===== src/rtl/alu_pkg.sv =====
// Shared ALU definitions: op encodings driven onto the ripple ALU and the
// sequencer state type.
package alu_pkg;

   localparam logic [2:0] ALUOP_AND = 3'b000;
   localparam logic [2:0] ALUOP_OR  = 3'b001;
   localparam logic [2:0] ALUOP_ADD = 3'b010;
   localparam logic [2:0] ALUOP_SUB = 3'b110;
   localparam logic [2:0] ALUOP_SLT = 3'b111;

   typedef enum logic [1:0] {
      StIdle = 2'd0,
      StRun  = 2'd1,
      StFin  = 2'd2
   } seq_state_e;

endpackage


===== src/rtl/alu_muldiv_seq_if.sv =====
// Request/result and ALU-borrow signals of the multiply/divide sequencer.
interface alu_muldiv_seq_if #(
   parameter int unsigned WIDTH = 32
);
   logic             start;
   logic             op_div;
   logic [WIDTH-1:0] a_in;
   logic [WIDTH-1:0] b_in;
   logic             busy;
   logic             done;
   logic             div_by_zero;
   logic [WIDTH-1:0] hi;
   logic [WIDTH-1:0] lo;
   logic [WIDTH-1:0] alu_a;
   logic [WIDTH-1:0] alu_b;
   logic [2:0]       alu_op;
   logic [WIDTH-1:0] alu_result;
   logic             alu_cout;

   modport master (
      output start, op_div, a_in, b_in, alu_result, alu_cout,
      input  busy, done, div_by_zero, hi, lo, alu_a, alu_b, alu_op
   );

   modport slave (
      input  start, op_div, a_in, b_in, alu_result, alu_cout,
      output busy, done, div_by_zero, hi, lo, alu_a, alu_b, alu_op
   );
endinterface


===== src/rtl/muldiv_step_mux.sv =====
// One shift-add (MULTU) or restoring shift-subtract (DIVU) step: ALU operand
// selection and the resulting {hi, lo}.
module muldiv_step_mux
   import alu_pkg::*;
#(
   parameter int unsigned WIDTH = 32
) (
   input  logic             op_div_i,
   input  logic [WIDTH-1:0] hi_i,
   input  logic [WIDTH-1:0] lo_i,
   input  logic [WIDTH-1:0] opnd_i,
   input  logic [WIDTH-1:0] alu_result_i,
   input  logic             alu_cout_i,
   output logic [WIDTH-1:0] alu_a_o,
   output logic [WIDTH-1:0] alu_b_o,
   output logic [2:0]       alu_op_o,
   output logic [WIDTH-1:0] hi_o,
   output logic [WIDTH-1:0] lo_o
);
   logic             r_ext;
   logic [WIDTH-1:0] rs;

   always_comb begin
      r_ext    = hi_i[WIDTH-1];
      rs       = {hi_i[WIDTH-2:0], lo_i[WIDTH-1]};
      alu_a_o  = hi_i;
      alu_b_o  = opnd_i;
      alu_op_o = ALUOP_ADD;
      hi_o     = hi_i;
      lo_o     = lo_i;
      if (op_div_i) begin
         alu_a_o  = rs;
         alu_op_o = ALUOP_SUB;
         // Bit shifted out of hi makes the partial remainder >= 2^WIDTH > divisor.
         if (r_ext || alu_cout_i) begin
            hi_o = alu_result_i;
            lo_o = {lo_i[WIDTH-2:0], 1'b1};
         end else begin
            hi_o = rs;
            lo_o = {lo_i[WIDTH-2:0], 1'b0};
         end
      end else if (lo_i[0]) begin
         {hi_o, lo_o} = {alu_cout_i, alu_result_i, lo_i[WIDTH-1:1]};
      end else begin
         {hi_o, lo_o} = {1'b0, hi_i, lo_i[WIDTH-1:1]};
      end
   end
endmodule


===== src/rtl/alu_muldiv_seq.sv =====
// Unsigned MULTU/DIVU sequencer borrowing the execute-stage ALU, one bit per
// cycle; owns HI/LO.
module alu_muldiv_seq
   import alu_pkg::*;
#(
   parameter int unsigned WIDTH = 32,
   parameter int unsigned CNT_W = 6
) (
   input logic               clk,
   input logic               rst_n,
   alu_muldiv_seq_if.slave   bus
);
   seq_state_e       state_q, state_d;
   logic [CNT_W-1:0] cnt_q, cnt_d;
   logic [WIDTH-1:0] opnd_q, opnd_d;
   logic [WIDTH-1:0] hi_q, hi_d;
   logic [WIDTH-1:0] lo_q, lo_d;
   logic             div_q, div_d;
   logic             dbz_q, dbz_d;

   logic [WIDTH-1:0] step_a, step_b, step_hi, step_lo;
   logic [2:0]       step_op;

   muldiv_step_mux #(
      .WIDTH (WIDTH)
   ) u_step (
      .op_div_i     (div_q),
      .hi_i         (hi_q),
      .lo_i         (lo_q),
      .opnd_i       (opnd_q),
      .alu_result_i (bus.alu_result),
      .alu_cout_i   (bus.alu_cout),
      .alu_a_o      (step_a),
      .alu_b_o      (step_b),
      .alu_op_o     (step_op),
      .hi_o         (step_hi),
      .lo_o         (step_lo)
   );

   always_ff @(posedge clk or negedge rst_n) begin
      if (!rst_n) begin
         state_q <= StIdle;
         cnt_q   <= '0;
         opnd_q  <= '0;
         hi_q    <= '0;
         lo_q    <= '0;
         div_q   <= 1'b0;
         dbz_q   <= 1'b0;
      end else begin
         state_q <= state_d;
         cnt_q   <= cnt_d;
         opnd_q  <= opnd_d;
         hi_q    <= hi_d;
         lo_q    <= lo_d;
         div_q   <= div_d;
         dbz_q   <= dbz_d;
      end
   end

   always_comb begin
      state_d    = state_q;
      cnt_d      = cnt_q;
      opnd_d     = opnd_q;
      hi_d       = hi_q;
      lo_d       = lo_q;
      div_d      = div_q;
      dbz_d      = dbz_q;
      bus.alu_a  = '0;
      bus.alu_b  = '0;
      bus.alu_op = ALUOP_AND;
      unique case (state_q)
         StIdle: begin
            if (bus.start) begin
               div_d = bus.op_div;
               if (bus.op_div && (bus.b_in == '0)) begin
                  hi_d    = bus.a_in;
                  lo_d    = '1;
                  dbz_d   = 1'b1;
                  state_d = StFin;
               end else begin
                  opnd_d  = bus.op_div ? bus.b_in : bus.a_in;
                  hi_d    = '0;
                  lo_d    = bus.op_div ? bus.a_in : bus.b_in;
                  cnt_d   = '0;
                  dbz_d   = 1'b0;
                  state_d = StRun;
               end
            end
         end
         StRun: begin
            bus.alu_a  = step_a;
            bus.alu_b  = step_b;
            bus.alu_op = step_op;
            hi_d       = step_hi;
            lo_d       = step_lo;
            cnt_d      = cnt_q + 1'b1;
            if (cnt_q == CNT_W'(WIDTH - 1)) begin
               state_d = StFin;
            end
         end
         StFin: state_d = StIdle;
         default: state_d = StIdle;
      endcase
   end

   assign bus.busy        = (state_q == StRun);
   assign bus.done        = (state_q == StFin);
   assign bus.div_by_zero = dbz_q;
   assign bus.hi          = hi_q;
   assign bus.lo          = lo_q;
endmodule


===== src/flat_wrapper.sv =====
// flat-port wrapper written by rule: the top's interface ports become plain ports
module alu_muldiv_seq_flat import alu_pkg::*;
#(
   parameter int unsigned WIDTH = 32,
   parameter int unsigned CNT_W = 6
)
  (clk, rst_n, bus_start, bus_op_div, bus_a_in, bus_b_in, bus_alu_result, bus_alu_cout, bus_busy, bus_done, bus_div_by_zero, bus_hi, bus_lo, bus_alu_a, bus_alu_b, bus_alu_op);
  alu_muldiv_seq_if #(.WIDTH(WIDTH)) bus_i ();
  input logic clk;
  input logic rst_n;
  input wire logic [$bits(bus_i.start)-1:0] bus_start;
  input wire logic [$bits(bus_i.op_div)-1:0] bus_op_div;
  input wire logic [$bits(bus_i.a_in)-1:0] bus_a_in;
  input wire logic [$bits(bus_i.b_in)-1:0] bus_b_in;
  input wire logic [$bits(bus_i.alu_result)-1:0] bus_alu_result;
  input wire logic [$bits(bus_i.alu_cout)-1:0] bus_alu_cout;
  output wire logic [$bits(bus_i.busy)-1:0] bus_busy;
  output wire logic [$bits(bus_i.done)-1:0] bus_done;
  output wire logic [$bits(bus_i.div_by_zero)-1:0] bus_div_by_zero;
  output wire logic [$bits(bus_i.hi)-1:0] bus_hi;
  output wire logic [$bits(bus_i.lo)-1:0] bus_lo;
  output wire logic [$bits(bus_i.alu_a)-1:0] bus_alu_a;
  output wire logic [$bits(bus_i.alu_b)-1:0] bus_alu_b;
  output wire logic [$bits(bus_i.alu_op)-1:0] bus_alu_op;
  assign bus_i.start = bus_start;
  assign bus_i.op_div = bus_op_div;
  assign bus_i.a_in = bus_a_in;
  assign bus_i.b_in = bus_b_in;
  assign bus_i.alu_result = bus_alu_result;
  assign bus_i.alu_cout = bus_alu_cout;
  assign bus_busy = bus_i.busy;
  assign bus_done = bus_i.done;
  assign bus_div_by_zero = bus_i.div_by_zero;
  assign bus_hi = bus_i.hi;
  assign bus_lo = bus_i.lo;
  assign bus_alu_a = bus_i.alu_a;
  assign bus_alu_b = bus_i.alu_b;
  assign bus_alu_op = bus_i.alu_op;
  alu_muldiv_seq #(.WIDTH(WIDTH), .CNT_W(CNT_W)) u_core (.clk(clk), .rst_n(rst_n), .bus(bus_i));
endmodule

===== config.mk =====
export PLATFORM = sky130hd
export DESIGN_NAME = alu_muldiv_seq_flat
export DESIGN_NICKNAME = d
export VERILOG_FILES = /design/src/rtl/alu_pkg.sv /design/src/rtl/alu_muldiv_seq_if.sv /design/src/rtl/muldiv_step_mux.sv /design/src/rtl/alu_muldiv_seq.sv /design/src/flat_wrapper.sv
export SDC_FILE = /design/constraint.sdc
export NUM_CORES = 1
export LEC_CHECK = 0
export ABC_AREA = 1
export BUFFER_PORTS_ARGS = -buffer_cell sky130_fd_sc_hd__buf_4
export CORE_ASPECT_RATIO = 0.75
export CORE_MARGIN = 5
export CORE_UTILIZATION = 45
export CTS_CLUSTER_SIZE = 14
export DETAILED_ROUTE_END_ITERATION = 10
export GPL_TIMING_DRIVEN = 0
export PLACE_DENSITY_LB_ADDON = 0.3
export SETUP_SLACK_MARGIN = 0.4
export SKIP_CTS_REPAIR_TIMING = 1
export SYNTH_ARGS = -nofsm -noshare
export SYNTH_HDL_FRONTEND = slang
export SYNTH_SLANG_ARGS = --single-unit

===== constraint.sdc =====
create_clock -name clk -period 1.45 [get_ports clk]
set_input_delay 0.29 -clock clk [delete_from_list [all_inputs] [get_ports clk]]
set_output_delay 0.29 -clock clk [all_outputs]
set_load 0.1 [all_outputs]

* Word level (Yosys, flattened, before mapping)
Cells that the tools add are included. W data, S select, Z words.
Cells by class: equality and inequality tests 6, add/sub/neg operators 1, bitwise logic cells 1, muxes and demuxes 27, reduce and logical (&&, ||, !) cells 10
Operator list (number):
- $mux W32 | 14
- $pmux W32 S2 | 2
- $logic_not A32 Y1 | 1
- $mux W6 | 2
- $pmux W6 S2 | 1
- $add A6 B1 Y6 const B | 1
- $eq A6 B5 Y1 const B | 1
- $mux W2 | 3
- $mux W3 | 2
- $reduce_and A2 Y1 | 3
- $reduce_and A3 Y1 | 2
- $ne A2 B2 Y1 const B | 2
- $pmux W2 S2 | 1
- $eq A2 B1 Y1 const B | 1
- $eq A2 B2 Y1 const B | 1
- $logic_not A2 Y1 | 1
- $mux W1 | 2
- $ne A2 B1 Y1 const B | 1
- $reduce_bool A2 Y1 | 1
- $logic_and A1 B1 Y1 | 1
- $logic_or A1 B1 Y1 | 1
- $not A1 Y1 | 1
Storage, ports and cells: logic and storage cells 52, register bits 106, output and inout port bits 134, input port bits 101

* Logic depth before layout (Yosys ltp)
depth in word-level cells 5, gate-level depth with buffers 10, depth with buffers taken out 9

* Cells and area by module
Synthesis repeated with hierarchy kept, for this count alone.
Second synthesis, totals: cell total of the unflattened synthesis 1462, area total of the unflattened synthesis 8503.2 sq um
By module, submodules not included:
- alu_muldiv_seq | area an instance 6406.1 sq um, instances 1, cells an instance 992
- muldiv_step_mux | area an instance 2097.0 sq um, instances 1, cells an instance 470

* Worst setup path after synthesis
No wires, ideal clock.
path kind register to output, from register u_core.hi_q[26] (netlist: u_core.bus.hi[26]), to output bus_alu_a[26], arrival 3.406 ns, path slack -2.246 ns, buffers on the path 0, stages on the path, launching flop included 3, required time 1.160 ns, path through dfrtp_1 inv_1 o31ai_1
Between the ends: longest elaborated chain between the ends 2
Ends and longest elaborated chain:
- start, declared | RTL line alu_muldiv_seq.sv:16 | logic [WIDTH-1:0] hi_q, hi_d;
- start signal, assigned | RTL line alu_muldiv_seq.sv:53 | hi_q <= hi_d;
- $mux W32 | RTL line muldiv_step_mux.sv:31 | if (op_div_i) begin
- $mux W32 | RTL line alu_muldiv_seq.sv:71 | unique case (state_q)
- end, declared | RTL line flat_wrapper.sv:22 | output wire logic [$bits(bus_i.alu_a)-1:0] bus_alu_a;
No other way between the ends.

* Worst setup path after layout
from register u_core.state_q[0], to output bus_alu_a[1]
Between the ends: longest elaborated chain between the ends 2
Ends and longest elaborated chain:
- start, declared | RTL line alu_muldiv_seq.sv:13 | seq_state_e state_q, state_d;
- start signal, assigned | RTL line alu_muldiv_seq.sv:42 | state_q <= StIdle;
- start signal, assigned | RTL line alu_muldiv_seq.sv:50 | state_q <= state_d;
- $eq A2 B1 Y1 | RTL line alu_muldiv_seq.sv:71
- $mux W32 | RTL line alu_muldiv_seq.sv:71
No other way between the ends.

==> flow_summary.json <==
{
  "yosysTopAreaCellShare_pct": 32.6,
  "dieWidth_um": 165,
  "timing.setup.critical_path_class": "flip-flop to primary output",
  "die_height_um": 126,
  "post_drt_wl_per_cell_um": 20.3,
  "timing.fmax_mhz": 471,
  "timing_max_transition_violations_final": 0,
  "synthAdderAreaFrac_pct": 0.154,
  "proportion_of_synthesized_area_in_mux_cells_pct": 0,
  "initialDrtViolationCount": 1358,
  "synth.top_cells.by_area": "dfrtp_1, nand2_1, a21oi_1",
  "ant_nets": 0,
  "total_routing_usage_reported_by_global_routing_pct": 30.2,
  "synth.cells.most_frequent": "nand2_1, nor2_1, inv_1",
  "ff2ff_path_depth": 11,
  "ys_types": 30,
  "cts-htree-levels": 3,
  "timing.critical_path.arrival_ps": 1840,
  "die_area_sq_mm": 0.0209,
  "yosys_most_used_dff": "dfrtp_1",
  "final_util_pct": 80.5,
  "finalWorstSetupSlack_ps": -675,
  "synth_top_family_by_area": "simple AND/OR/NAND/NOR gates",
  "synthSimpleGateAreaFrac_pct": 34.5,
  "worstSkewPairLatency_ps": 370,
  "fp.coreArea_sq_mm": 0.0177,
  "hold_slack_ps": -227,
  "clkSinkCount": 106,
  "synth.ff_latch_count": 106,
  "worst-path-max-fanout": 6,
  "final_layout_size_suffix_gt1_share_pct": 43.5,
  "numCtsBuffers": 9,
  "grt_first_pass_wirelength_um": 50000,
  "holdCritPathClass": "input port to asynchronous set/reset pin",
  "seq_area_frac_synth_pct": 32.6,
  "post_synth_xor_area_fraction_pct": 0,
  "timing.max_slew.rel_slack_pct": 54.4,
  "start_util_pct": 45.9,
  "detailroute.via_count": 11100,
  "net_count_reported_at_finish": 1760,
  "synth_edf_count": 0,
  "tritoncts": "yes",
  "crit_path_end": "bus_alu_a[1]",
  "post-route-drc-count": 0,
  "clockRootBuffer": "clkbuf_16",
  "worst_clock_skew_ps": 10.4,
  "cap_viol_max_count": 0,
  "drt_first_pass_iters": 6,
  "crit-reg2reg-launch": "u_core.state_q[0]",
  "count_of_buffers_inserted_at_the_top_level_ports": 232,
  "startpoint_class": "flip-flop",
  "grt_overflow": 0,
  "endpoint_kind_of_the_worst_setup_timing_path": "primary output",
  "route.final.wire_length_um": 38600,
  "clk_path_buf_depth": 2,
  "mappedNetlistNets": 1460,
  "insertedDiodeCount": 0,
  "routed_via_density": 5.82,
  "synth_async_sr_flop_share_pct": 100,
  "yosysTopAreaCell": "dfrtp_1",
  "worst_setup_path_startpoint": "u_core.state_q[0]",
  "io-pin-count": 235,
  "cp.required_ps": 1160,
  "synth_compound_area_share_pct": 19.3,
  "first_global_vias": 9153,
  "antenna_found_initial": 0,
  "final.min_clock_period_ps": 2130,
  "worst_slew_pin_slew_ps": 684,
  "layout-area-overhead-vs-synth_pct": 75.5,
  "synth_area_sq_mm": 0.00813,
  "place.gp.congestion": 0.962,
  "post_synth.cell_area_avg_sq_um": 5.98,
  "outcome": "complete, but fails checks",
  "timing.final.setup_violations": 172,
  "clk_transition_reported_paths_ps": 80,
  "post-dp-hpwl_um": 25300,
  "rsz0062_at_grt": "true",
  "timing.final.crit_share_pct": 147,
  "hold_viol": 24,
  "synthMostInstantiatedCell": "nand2_1",
  "grt_start_max_net_pins": 107,
  "syn-instance-count": 1358,
  "placementRows": 42,
  "worst-r2r-setup-slack_ps": -390,
  "synth-warning-count": 0,
  "failed_checks": "hold timing, setup timing",
  "worst_r2r_endpoint": "u_core.bus.hi[15]"
}
==> layer usage <==
layer	part of all wire (%)	routed length, um	track usage [%]	vias to the layer above
met5	0	0	0	-
met1	39	15000	45.2	5225
met3	12	4630	5.25	150
met2	44	17200	45.4	787
li1	-	-	-	4927
met4	4.8	1830	7.09	0
==> worst max-delay path: stages (launching register included) <==
cell	delay (ps)
dfrtp_1	400
buf_6	150
nand2_8	80
inv_8	70
buf_12	140
buf_12	130
o21ai_4	60
a21oi_4	200
buf_12	210
==> placed cells by master (no fill, tap or decap), types with 3 or more instances in the layout <==
cell,instances
clkbuf_4,3
clkbuf_16,28
inv_1,142
a211oi_2,6
nand2_4,9
buf_12,60
nor2_1,63
clkbuf_2,10
dfrtp_4,4
nand2_8,3
clkbuf_1,16
nand3_1,73
a31oi_1,24
nand3_2,30
nor2_4,64
a21oi_1,70
dfrtp_1,40
o21ai_0,87
nand2_2,24
a21oi_4,31
buf_2,14
o21ai_4,12
a21oi_2,35
nand2_1,400
buf_6,48
buf_4,191
buf_8,32
o21ai_1,13
or2_2,3
o21ai_2,14
dfrtp_2,62
nor2_2,25
==> per-stage QoR <==
stage / cell area [sq um] / cells / TNS [ps] / hold WS [ps] / worst slack, ps
after CTS: 11600 / 1848 / -70080 / 291 / -975
final: 14300 / 1905 / -58210 / -227 / -675
after global routing: 14300 / 1905 / -63370 / -207 / -687
after detailed placement: 11300 / 1832 / -72800 / 458 / -593
after floorplan: 9220 / 1358 / -25110 / -5.59 / -492
after global placement: 11300 / 1832 / -66300 / 454 / -573
==> cells by family after synthesis <==
family / after synthesis
buf+inv: 252
simple gates: 698
other cells: 1
compound gates: 300
flops: 106
fa+ha+maj: 1
==> sequential cells by signal, summed over array words and instances (netlist names) <==
name                    cells
u_core.bus.div_by_zero      1
u_core.bus.hi              32
u_core.bus.lo              32
u_core.cnt_q                6
u_core.div_q                1
u_core.opnd_q              32
u_core.state_q              2
==> worst min path at each step <==
stage | end | slack (ps) | depth (start not counted)
final | u_core.opnd_q[3] | -230 | 1
after global placement | u_core.opnd_q[5] | 450 | 2
after CTS | u_core.bus.lo[14] | 290 | 5
after global routing | u_core.opnd_q[3] | -210 | 1
after floorplan | u_core.bus.div_by_zero | -6 | 0
after detailed placement | u_core.opnd_q[6] | 460 | 2
==> cell type report <==
cell class	instances	area [sq um]
sequential	106	2750
timing repair buffer	288	3260
tap	242	303
fill	1142	3450
multi-input combinational	1001	5970
buffer	104	1100
clock inverter	5	81.3
inverter	148	578
clock buffer	11	233
Power is not shown: default switching activity piles up to over one toggle a cycle in this logic, so the estimate is an artifact.
